### src/rtl/loteria_pkg.sv
// Shared types and constants for the multi-player lottery checker.
package loteria_pkg;

  typedef enum logic [2:0] {
    IDLE   = 3'd0,
    LOAD   = 3'd1,
    PLAY   = 3'd2,
    EVAL   = 3'd3,
    RESULT = 3'd4,
    FIM    = 3'd5
  } state_e;

  typedef enum logic [1:0] {
    PREMIO_NADA  = 2'd0,
    PREMIO_DOIS  = 2'd1,
    PREMIO_SEQ   = 2'd2,
    PREMIO_TOTAL = 2'd3
  } premio_e;

  localparam int RUN_MIN = 3;

  // Score points awarded for each prize code.
  function automatic logic [2:0] premio_pontos(input premio_e p);
    logic [2:0] pts;
    case (p)
      PREMIO_DOIS:  pts = 3'd1;
      PREMIO_SEQ:   pts = 3'd2;
      PREMIO_TOTAL: pts = 3'd4;
      default:      pts = 3'd0;
    endcase
    return pts;
  endfunction

endpackage

### src/rtl/loteria_placar.sv
// Per-player saturating score registers and the combinational winner search.
module loteria_placar
  import loteria_pkg::*;
#(
  parameter int  PLAYERS = 2,
  parameter int  SCORE_W = 5,
  localparam int PW      = $clog2(PLAYERS)
) (
  input  logic                       clock,
  input  logic                       reset,
  input  logic                       clr_i,
  input  logic                       add_en_i,
  input  logic [PW-1:0]              add_idx_i,
  input  logic [2:0]                 pontos_i,
  output logic [PLAYERS*SCORE_W-1:0] placar_o,
  output logic [PW-1:0]              vencedor_o
);

  localparam int SW1 = SCORE_W + 1;

  logic [SCORE_W-1:0] score_q [PLAYERS];
  logic [SCORE_W-1:0] score_d [PLAYERS];
  logic [SCORE_W:0]   sum_s;
  logic [SCORE_W-1:0] best_val_s;

  // Next score values: clear, saturating add for one player, or hold.
  always_comb begin
    for (int i = 0; i < PLAYERS; i++) score_d[i] = score_q[i];
    sum_s = {1'b0, score_q[add_idx_i]} + SW1'(pontos_i);
    if (clr_i) begin
      for (int i = 0; i < PLAYERS; i++) score_d[i] = '0;
    end else if (add_en_i) begin
      score_d[add_idx_i] = sum_s[SCORE_W] ? '1 : sum_s[SCORE_W-1:0];
    end else begin
      for (int i = 0; i < PLAYERS; i++) score_d[i] = score_q[i];
    end
  end

  // Score registers.
  always_ff @(posedge clock) begin
    if (!reset) begin
      for (int i = 0; i < PLAYERS; i++) score_q[i] <= '0;
    end else begin
      for (int i = 0; i < PLAYERS; i++) score_q[i] <= score_d[i];
    end
  end

  // Packing plus argmax; strict > keeps the lowest index on ties.
  always_comb begin
    placar_o   = '0;
    vencedor_o = '0;
    best_val_s = score_q[0];
    for (int i = 0; i < PLAYERS; i++) placar_o[i*SCORE_W +: SCORE_W] = score_q[i];
    for (int i = 1; i < PLAYERS; i++) begin
      if (score_q[i] > best_val_s) begin
        best_val_s = score_q[i];
        vencedor_o = PW'(i);
      end else begin
        best_val_s = best_val_s;
      end
    end
  end

endmodule

### src/rtl/loteria_multi.sv
// Multi-player lottery checker: loads a draw, scores one ticket per player
// in turn and reports the winner when the game ends.
module loteria_multi
  import loteria_pkg::*;
#(
  parameter int  NUM_W   = 4,
  parameter int  SEQ_LEN = 4,
  parameter int  PLAYERS = 2,
  parameter int  SCORE_W = 5,
  localparam int CNT_W   = $clog2(SEQ_LEN + 1),
  localparam int PW      = $clog2(PLAYERS)
) (
  input  logic                       clock,
  input  logic                       reset,
  input  logic [NUM_W-1:0]           numero,
  input  logic                       insere,
  input  logic                       carrega,
  input  logic                       novo_jogo,
  input  logic                       fim_jogo,
  output logic [1:0]                 premio,
  output logic                       premio_valido,
  output logic [CNT_W-1:0]           acertos,
  output logic [PW-1:0]              jogador,
  output logic [PLAYERS*SCORE_W-1:0] placar,
  output logic [PW-1:0]              vencedor,
  output logic                       fim
);

  localparam int IDX_W = $clog2(SEQ_LEN);

  state_e           state_q, state_d;
  logic [IDX_W-1:0] idx_q, idx_d;
  logic [NUM_W-1:0] draw_q [SEQ_LEN];
  logic [NUM_W-1:0] draw_d [SEQ_LEN];
  logic [CNT_W-1:0] hits_q, hits_d, run_q, run_d, maxrun_q, maxrun_d;
  logic [CNT_W-1:0] acertos_q, acertos_d;
  logic [PW-1:0]    jog_q, jog_d, venc_q, venc_d;
  premio_e          premio_q, premio_d, premio_calc_s;
  logic             valido_q, valido_d, fim_q, fim_d;
  logic             match_s, last_s, placar_clr_s, placar_add_s;
  logic [PW-1:0]    best_s;

  // Prize code of the ticket just completed, first matching rule wins.
  always_comb begin
    if (hits_q == CNT_W'(SEQ_LEN)) begin
      premio_calc_s = PREMIO_TOTAL;
    end else if (maxrun_q >= CNT_W'(RUN_MIN)) begin
      premio_calc_s = PREMIO_SEQ;
    end else if (hits_q >= CNT_W'(2)) begin
      premio_calc_s = PREMIO_DOIS;
    end else begin
      premio_calc_s = PREMIO_NADA;
    end
  end

  // Next-state and datapath control.
  always_comb begin
    state_d      = state_q;
    idx_d        = idx_q;
    draw_d       = draw_q;
    hits_d       = hits_q;
    run_d        = run_q;
    maxrun_d     = maxrun_q;
    jog_d        = jog_q;
    premio_d     = premio_q;
    acertos_d    = acertos_q;
    valido_d     = 1'b0;
    placar_clr_s = 1'b0;
    placar_add_s = 1'b0;
    match_s      = (numero == draw_q[idx_q]);
    last_s       = (idx_q == IDX_W'(SEQ_LEN - 1));
    case (state_q)
      IDLE: begin
        if (fim_jogo) begin
          state_d = FIM;
        end else if (carrega) begin
          state_d = LOAD;
          idx_d   = '0;
        end else begin
          state_d = IDLE;
        end
      end
      LOAD: begin
        if (fim_jogo) begin
          state_d = IDLE;
          idx_d   = '0;
          for (int i = 0; i < SEQ_LEN; i++) draw_d[i] = '0;
        end else if (insere) begin
          draw_d[idx_q] = numero;
          if (last_s) begin
            state_d  = PLAY;
            idx_d    = '0;
            jog_d    = '0;
            hits_d   = '0;
            run_d    = '0;
            maxrun_d = '0;
          end else begin
            idx_d = idx_q + 1'b1;
          end
        end else begin
          state_d = LOAD;
        end
      end
      PLAY: begin
        if (fim_jogo) begin
          state_d  = FIM;
          idx_d    = '0;
          hits_d   = '0;
          run_d    = '0;
          maxrun_d = '0;
        end else if (insere) begin
          hits_d   = hits_q + CNT_W'(match_s);
          run_d    = match_s ? run_q + 1'b1 : '0;
          maxrun_d = (run_d > maxrun_q) ? run_d : maxrun_q;
          if (last_s) begin
            state_d = EVAL;
            idx_d   = '0;
          end else begin
            idx_d = idx_q + 1'b1;
          end
        end else begin
          state_d = PLAY;
        end
      end
      EVAL: begin
        state_d      = RESULT;
        premio_d     = premio_calc_s;
        acertos_d    = hits_q;
        placar_add_s = 1'b1;
        valido_d     = 1'b1;
      end
      RESULT: begin
        if (fim_jogo) begin
          state_d = FIM;
        end else if (novo_jogo) begin
          state_d  = PLAY;
          jog_d    = (jog_q == PW'(PLAYERS - 1)) ? '0 : jog_q + 1'b1;
          idx_d    = '0;
          hits_d   = '0;
          run_d    = '0;
          maxrun_d = '0;
        end else begin
          state_d = RESULT;
        end
      end
      FIM: begin
        if (fim_jogo) begin
          state_d = FIM;
        end else if (novo_jogo) begin
          state_d      = PLAY;
          placar_clr_s = 1'b1;
          jog_d        = '0;
          idx_d        = '0;
          hits_d       = '0;
          run_d        = '0;
          maxrun_d     = '0;
        end else if (carrega) begin
          state_d      = LOAD;
          placar_clr_s = 1'b1;
          jog_d        = '0;
          idx_d        = '0;
        end else begin
          state_d = FIM;
        end
      end
      default: state_d = IDLE;
    endcase
    fim_d = (state_d == FIM);
    // The winner is captured once, on the edge that enters FIM.
    if ((state_d == FIM) && (state_q != FIM)) begin
      venc_d = best_s;
    end else begin
      venc_d = venc_q;
    end
  end

  // State and datapath registers.
  always_ff @(posedge clock) begin
    if (!reset) begin
      state_q   <= IDLE;
      idx_q     <= '0;
      for (int i = 0; i < SEQ_LEN; i++) draw_q[i] <= '0;
      hits_q    <= '0;
      run_q     <= '0;
      maxrun_q  <= '0;
      jog_q     <= '0;
      premio_q  <= PREMIO_NADA;
      acertos_q <= '0;
      valido_q  <= 1'b0;
      fim_q     <= 1'b0;
      venc_q    <= '0;
    end else begin
      state_q   <= state_d;
      idx_q     <= idx_d;
      for (int i = 0; i < SEQ_LEN; i++) draw_q[i] <= draw_d[i];
      hits_q    <= hits_d;
      run_q     <= run_d;
      maxrun_q  <= maxrun_d;
      jog_q     <= jog_d;
      premio_q  <= premio_d;
      acertos_q <= acertos_d;
      valido_q  <= valido_d;
      fim_q     <= fim_d;
      venc_q    <= venc_d;
    end
  end

  loteria_placar #(
    .PLAYERS (PLAYERS),
    .SCORE_W (SCORE_W)
  ) u_placar (
    .clock      (clock),
    .reset      (reset),
    .clr_i      (placar_clr_s),
    .add_en_i   (placar_add_s),
    .add_idx_i  (jog_q),
    .pontos_i   (premio_pontos(premio_calc_s)),
    .placar_o   (placar),
    .vencedor_o (best_s)
  );

  assign premio        = premio_q;
  assign premio_valido = valido_q;
  assign acertos       = acertos_q;
  assign jogador       = jog_q;
  assign vencedor      = venc_q;
  assign fim           = fim_q;

endmodule

### config.mk
export PLATFORM = sky130hd
export DESIGN_NAME = loteria_multi
export DESIGN_NICKNAME = d
export VERILOG_FILES = /design/src/rtl/loteria_pkg.sv /design/src/rtl/loteria_placar.sv /design/src/rtl/loteria_multi.sv
export SDC_FILE = /design/constraint.sdc
export NUM_CORES = 1
export LEC_CHECK = 0
export BUFFER_PORTS_ARGS = -buffer_cell sky130_fd_sc_hd__buf_2
export CAP_MARGIN = 20
export CORE_MARGIN = 3
export CORE_UTILIZATION = 55
export CTS_BUF_LIST = sky130_fd_sc_hd__clkbuf_2 sky130_fd_sc_hd__clkbuf_4 sky130_fd_sc_hd__clkbuf_8
export CTS_CLUSTER_SIZE = 10
export DETAILED_ROUTE_END_ITERATION = 8
export GPL_TIMING_DRIVEN = 0
export PLACE_DENSITY = 0.78
export SLEW_MARGIN = 20
export SYNTH_ARGS = -nofsm -noshare
export SYNTH_HDL_FRONTEND = slang
export SYNTH_SLANG_ARGS = --single-unit
### constraint.sdc
create_clock -name clock -period 2.49 [get_ports clock]
set_input_delay 0.249 -clock clock [delete_from_list [all_inputs] [get_ports clock]]
set_output_delay 0.249 -clock clock [all_outputs]
set_load 0.005 [all_outputs]
* Word level (Yosys, flattened, before mapping)
Memories as Yosys holds them, arrays and structs flattened. A register that Yosys moved wholly into a read port is not among the register bits.
Index checks and enable logic that the tools add are counted.
** Storage, ports and cells
- Register bits after elaboration :: 39
- RAM bits :: 10
- Bits of input ports :: 10
- Output and inout bits :: 19
- Word-level logic and storage cells :: 154
- Memories :: 1
** Memories
- u_placar.score_q :: depth 2, bits a word 5, read ports 3, clocked after memory_dff 1, wr ports 2, line loteria_placar.sv:21 : logic [SCORE_W-1:0] score_q [PLAYERS];
** Operators by class
- Add/sub/neg operators :: 5
- Magnitude comparators :: 8
- Eq/ne operators :: 26
- Mux-type cells :: 80
- Bitwise gates (word level) :: 4
- Reductions and logical operators :: 15
** Operators with widths (number)
- $mux 3 :: 25
- $pmux 3 s3 :: 4
- $mux 16 :: 2
- $mux 2 :: 11
- $mux 1 :: 21
- $mux 10 :: 2
- $mux 5 :: 4
- $pmux 3 s6 :: 1
- $bwmux 16 :: 1
- $ne 2x2->1 const B :: 8
- $reduce_and 8->1 :: 2
- $eq 3x3->1 const B :: 4
- $mux 4 :: 3
- $ne 3x3->1 const B :: 4
- $bwmux 10 :: 1
- $bmux 4 s2 :: 1
- $demux 4 s2 :: 1
- $pmux 2 s4 :: 1
- $reduce_and 7->1 :: 1
- $add 5x3->6 :: 1
- $eq 2x2->1 const B :: 3
- $eq 3x2->1 const B :: 2
- $ge 3x2->1 const B :: 2
- $reduce_and 6->1 :: 1
- other kinds (27) :: 32

* Depth between registers and ports, before layout
- Depth in word-level cells :: 12
- Gate-level depth with buffers :: 12
- Depth with buffers taken out :: 11

* By module
From an unflattened synthesis, not the netlist that was laid out.
** Unflattened totals
- Cell total of the unflattened synthesis :: 336
- Area, all modules :: 2865.2 µm²
** Modules (own cells, without submodules)
- loteria_multi :: times used 1, cells each 256, area an instance 2155.8 µm², sequential area each 780.7 µm²
- loteria_placar :: times used 1, cells each 80, area an instance 709.4 µm², sequential area each 200.2 µm²

* Least setup slack after synthesis
No wires, ideal clock.
- Path kind :: reg-to-reg
- From :: reg idx_q[0]
- To :: reg maxrun_q[0]
- Setup time :: 0.092 ns
- Data arrival time :: 2.345 ns
- Setup slack :: 0.053 ns
- Stages on the path, launching flop included :: 12
- Buffers on the path :: 1
- Path through :: dfxtp_1 buf_6 mux4_2 xnor2_2 o211ai_4 nor2_1 ha_1 nor2b_1 o21a_1 o211ai_1 a31oi_1 o32ai_1
** Between the ends
- Word-level cells in the longest chain between the ends :: 10
- Elaborated cells on any way between the ends :: 15
- Those cells by class :: order compare (1); eq/ne (4); mux (8); bitwise (1); reduce/logical (1)
** Ends and longest elaborated chain
- start: declaration :: line loteria_multi.sv:32 : logic [IDX_W-1:0] idx_q, idx_d;
- start signal: assignment :: line loteria_multi.sv:194 : idx_q <= idx_d;
- branches (longest 10 deep; another with $gt 3x3->1)
- end signal: assignment :: line loteria_multi.sv:198 : maxrun_q <= maxrun_d;
- end: declaration :: line loteria_multi.sv:35 : logic [CNT_W-1:0] hits_q, hits_d, run_q, run_d, maxrun_q, maxrun_d;
Several ways; the timed one is not identified. The select of a mux whose other input is x is not followed.
A chain may end at the register's enable or synchronous reset.

* Worst setup path after layout
- From :: reg idx_q[0]
- To :: reg maxrun_q[1]
The elaborated chain is that of the path after synthesis.

==> results.json <==
{
  "status": "complete, but fails checks",
  "violations": "negative setup slack",
  "nets": 425,
  "clkPwrFrac_pct": 39.3,
  "rsz0062_at_grt": "true",
  "grt_pass1_wl_mm": 12.05,
  "layout_min_cycle_time_ns": 2.615,
  "slew_headroom_pct": 47.67,
  "ioPinCount": 29,
  "synthArstFlopShare_pct": 0,
  "num_rows": 26,
  "place_congestion": 0.9033,
  "critPathCaptureType": "flip-flop",
  "netlist_instances": 352,
  "port_buffers": 26,
  "critical_path.max_fanout": 6,
  "cts_buffers": 5,
  "synth_area_sq_um": 3009,
  "place_area_sq_um": 3227,
  "clock-sinks": 50,
  "ys_seq_area_share_pct": 33.26,
  "pwr-share-seq_pct": 46.0,
  "crit_buf_inv": 1,
  "nFillCells": 435,
  "viasPerCell": 5.889,
  "slew_viol_final": 0,
  "die_width_um": 79.97,
  "synthDistinctLibCells": 53,
  "drc": 0,
  "synth_enable_flop_cells": 0,
  "period_share_pct": 105.0,
  "pre_cts_slack_ns": -0.2889,
  "synth_fp_nets": 381,
  "synth-main-ff-cell": "dfxtp_1",
  "path_cells": "buf_6 > mux4_2 > xnor2_2 > o211ai_4 > nor2_1 > ha_1 > nor2b_4 > o21a_1 > o211ai_1 > a31oi_2 > o32ai_1",
  "coreArea_sq_um": 5205,
  "cpLargestDelayFamily": "compound AO/OA/AOI/OAI gates",
  "track_usage_pct": 23.25,
  "final_cell_area_sq_um": 3547,
  "hpwl_mm": 5.069,
  "cts_tree": "built",
  "cpPeakStageDelay_ns": 0.53,
  "start_util_pct": 57.81,
  "yosysWarnings": 0,
  "max_freq_ghz": 0.3825,
  "cts-root-buf": "clkbuf_8",
  "area_growth_pct": 17.88,
  "hold_slack_ns": 0.3501,
  "critPathKind": "flip-flop to flip-flop",
  "hp-class": "primary input to flip-flop",
  "layout-drive-gt1-share_pct": 21.16,
  "worstPathArrival_ns": 2.82,
  "clk_pin_slew_worst_paths_ns": 0.09,
  "fin_util_pct": 68.15,
  "p_int_mw": 1.343,
  "grt_max_degree": 16,
  "switching_power_mw": 0.4408,
  "clock_skew_ns": 0.007079,
  "h-tree-depth": 2,
  "firstDrtPassIters": 6,
  "final_common_cell": "dfxtp_1",
  "diodes": 0,
  "final_cell_mix": "dfxtp_1, buf_2, nor2_1, nand2_1, nor2b_1",
  "grt_pass1_vias": 2566,
  "drv_cap": 0,
  "clockBufferDepth": 2,
  "power_mw": 1.783,
  "hold_viol": 0,
  "cts_hold_buf": 0,
  "die_h_um": 79.97,
  "wl_per_cell_um": 15.81,
  "crit_required_ns": 2.70,
  "setup_viol": 3,
  "dieArea_sq_um": 6394,
  "power_frac_comb_pct": 14.7,
  "powerDensity_nw_per_um2": 502.8,
  "vdd_drop_max_uv": 383.1,
  "first_iter_violations": 190,
  "p_sw_share_pct": 24.72,
  "grt-ovfl-total": 0,
  "vias": 2750,
  "routed_wl_mm": 7.385,
  "timing.final.ws_setup_ns": -0.1247,
  "worstMarginPinSlew_ns": 0.7803,
  "antenna_found_initial": 0,
  "ys_ff_latch": 50,
  "start_kind": "flip-flop",
  "clock_latency_ns": 0.30,
  "syn_avg_cell_area_sq_um": 8.549,
  "critPathSlowestCell": "mux4_2",
  "ant_nets": 0,
  "leakagePower_nw": 1.376
}
-- registers in the layout, indices dropped and copies added (netlist names), 2 cells and up, named ones only --
| signal | count |
|---|---|
| acertos | 3 |
| draw_q | 16 |
| hits_q | 3 |
| idx_q | 2 |
| maxrun_q | 3 |
| premio | 2 |
| run_q | 3 |
| state_q | 3 |
| u_placar.score_q | 10 |
-- power groups by stage --
stage / combinational (mW) / clock [mW] / sequential, mW
floorplan: 0.171 / 0 / 0.838
global placement: 0.228 / 0 / 0.839
detailed placement: 0.231 / 0 / 0.839
CTS: 0.245 / 0.714 / 0.820
global route: 0.284 / 0.750 / 0.821
finish: 0.262 / 0.702 / 0.820
-- path summary, 6_finish.rpt --
path | cells after the start | to | from | slack, ns
worst min register to register | 2 | acertos[2] | acertos[2] | 0.47
worst max register to register | 11 | maxrun_q[1] | idx_q[0] | -0.12
worst min-delay path | 4 | idx_q[0] | carrega | 0.35
worst max-delay path | 11 | maxrun_q[1] | idx_q[0] | -0.12
-- final cells by class --
class                   count  area [sq um]  area share, %
flip-flops and latches     50          1006          28.36
clock inverters             2         60.06          1.693
repair buffers             37         224.0          6.314
clock buffers               6         82.58          2.328
inverters                  22         82.58          2.328
plain buffers              19         92.59          2.610
multi-input cells         261          1912          53.90
well taps                  70         87.58          2.469
-- metal layers --
| metal | vias up | part of all wire (%) | routed length, um | global-route usage (%) |
|---|---|---|---|---|
| met3 | 13 | 6.0 | 444 | 4.515 |
| met4 | 0 | 1.2 | 87 | 5.068 |
| met5 | - | 0 | 0 | 0 |
| met1 | 1293 | 45 | 3353 | 31.06 |
| met2 | 102 | 47 | 3500 | 38.74 |
| li1 | 1342 | - | - | - |
-- repair_timing --
item	in CTS	in global routing
setup endpoints to repair	3	8
setup buffers	9	2
gates resized for setup	4	17
pin swaps	5	4
-- per-stage QoR --
stage,std cells,TNS [ns]
after floorplan,352,0
after global placement,448,-0.6599
after detailed placement,448,-0.8593
after CTS,465,-0.2246
after global routing,467,-0.9497
final,467,-0.3493
-- synthesized netlist by cell type, drive strengths merged, types with 2 or more instances --
library cell  instances  area share (%)
o21a                  4             1.0
or3b                  2            0.58
a22oi                20             5.0
a211oi                6             1.5
and2                  3            0.62
nand2                24             3.0
nor3b                 2            0.50
nor2                 28             3.5
o221ai                2            0.58
dfxtp                50              33
clkbuf                9             1.1
a21oi                18             3.0
nand3                12             2.0
nor3                  8             1.5
xnor2                 8             2.8
o21ai                17             2.8
nor2b                25             5.2
a31oi                 3            0.62
nand2b                5             1.0
inv                  22             2.7
or3                   6             1.2
and3                  4            0.83
a21boi                6             1.5
mux4                  3             2.2
o22ai                 4            0.83
ha                   18             7.5
mux2                  2            0.75
nand3b                2            0.50
buf                  10             2.0
o211ai                5             1.7
o32ai                 3            0.87
mux2i                 8             2.7
-- worst register-to-register path: stages, from the launching register on --
cell,delay (ns)
dfxtp_2,0.35
buf_6,0.13
mux4_2,0.53
xnor2_2,0.18
o211ai_4,0.14
nor2_1,0.12
ha_1,0.25
nor2b_4,0.13
o21a_1,0.18
o211ai_1,0.18
a31oi_2,0.16
o32ai_1,0.16
-- logic make-up after synthesis --
family                     synth area share (%)
xor gates and xnor gates                  3.119
DFF                                       33.26
and+or+nand+nor                           21.54
muxes                                     5.655
buffers and inverters                     5.821
AOI/OAI and AO/OA                         22.45
adders and majority gates                 8.150
Power figures use the tool's default switching activity.
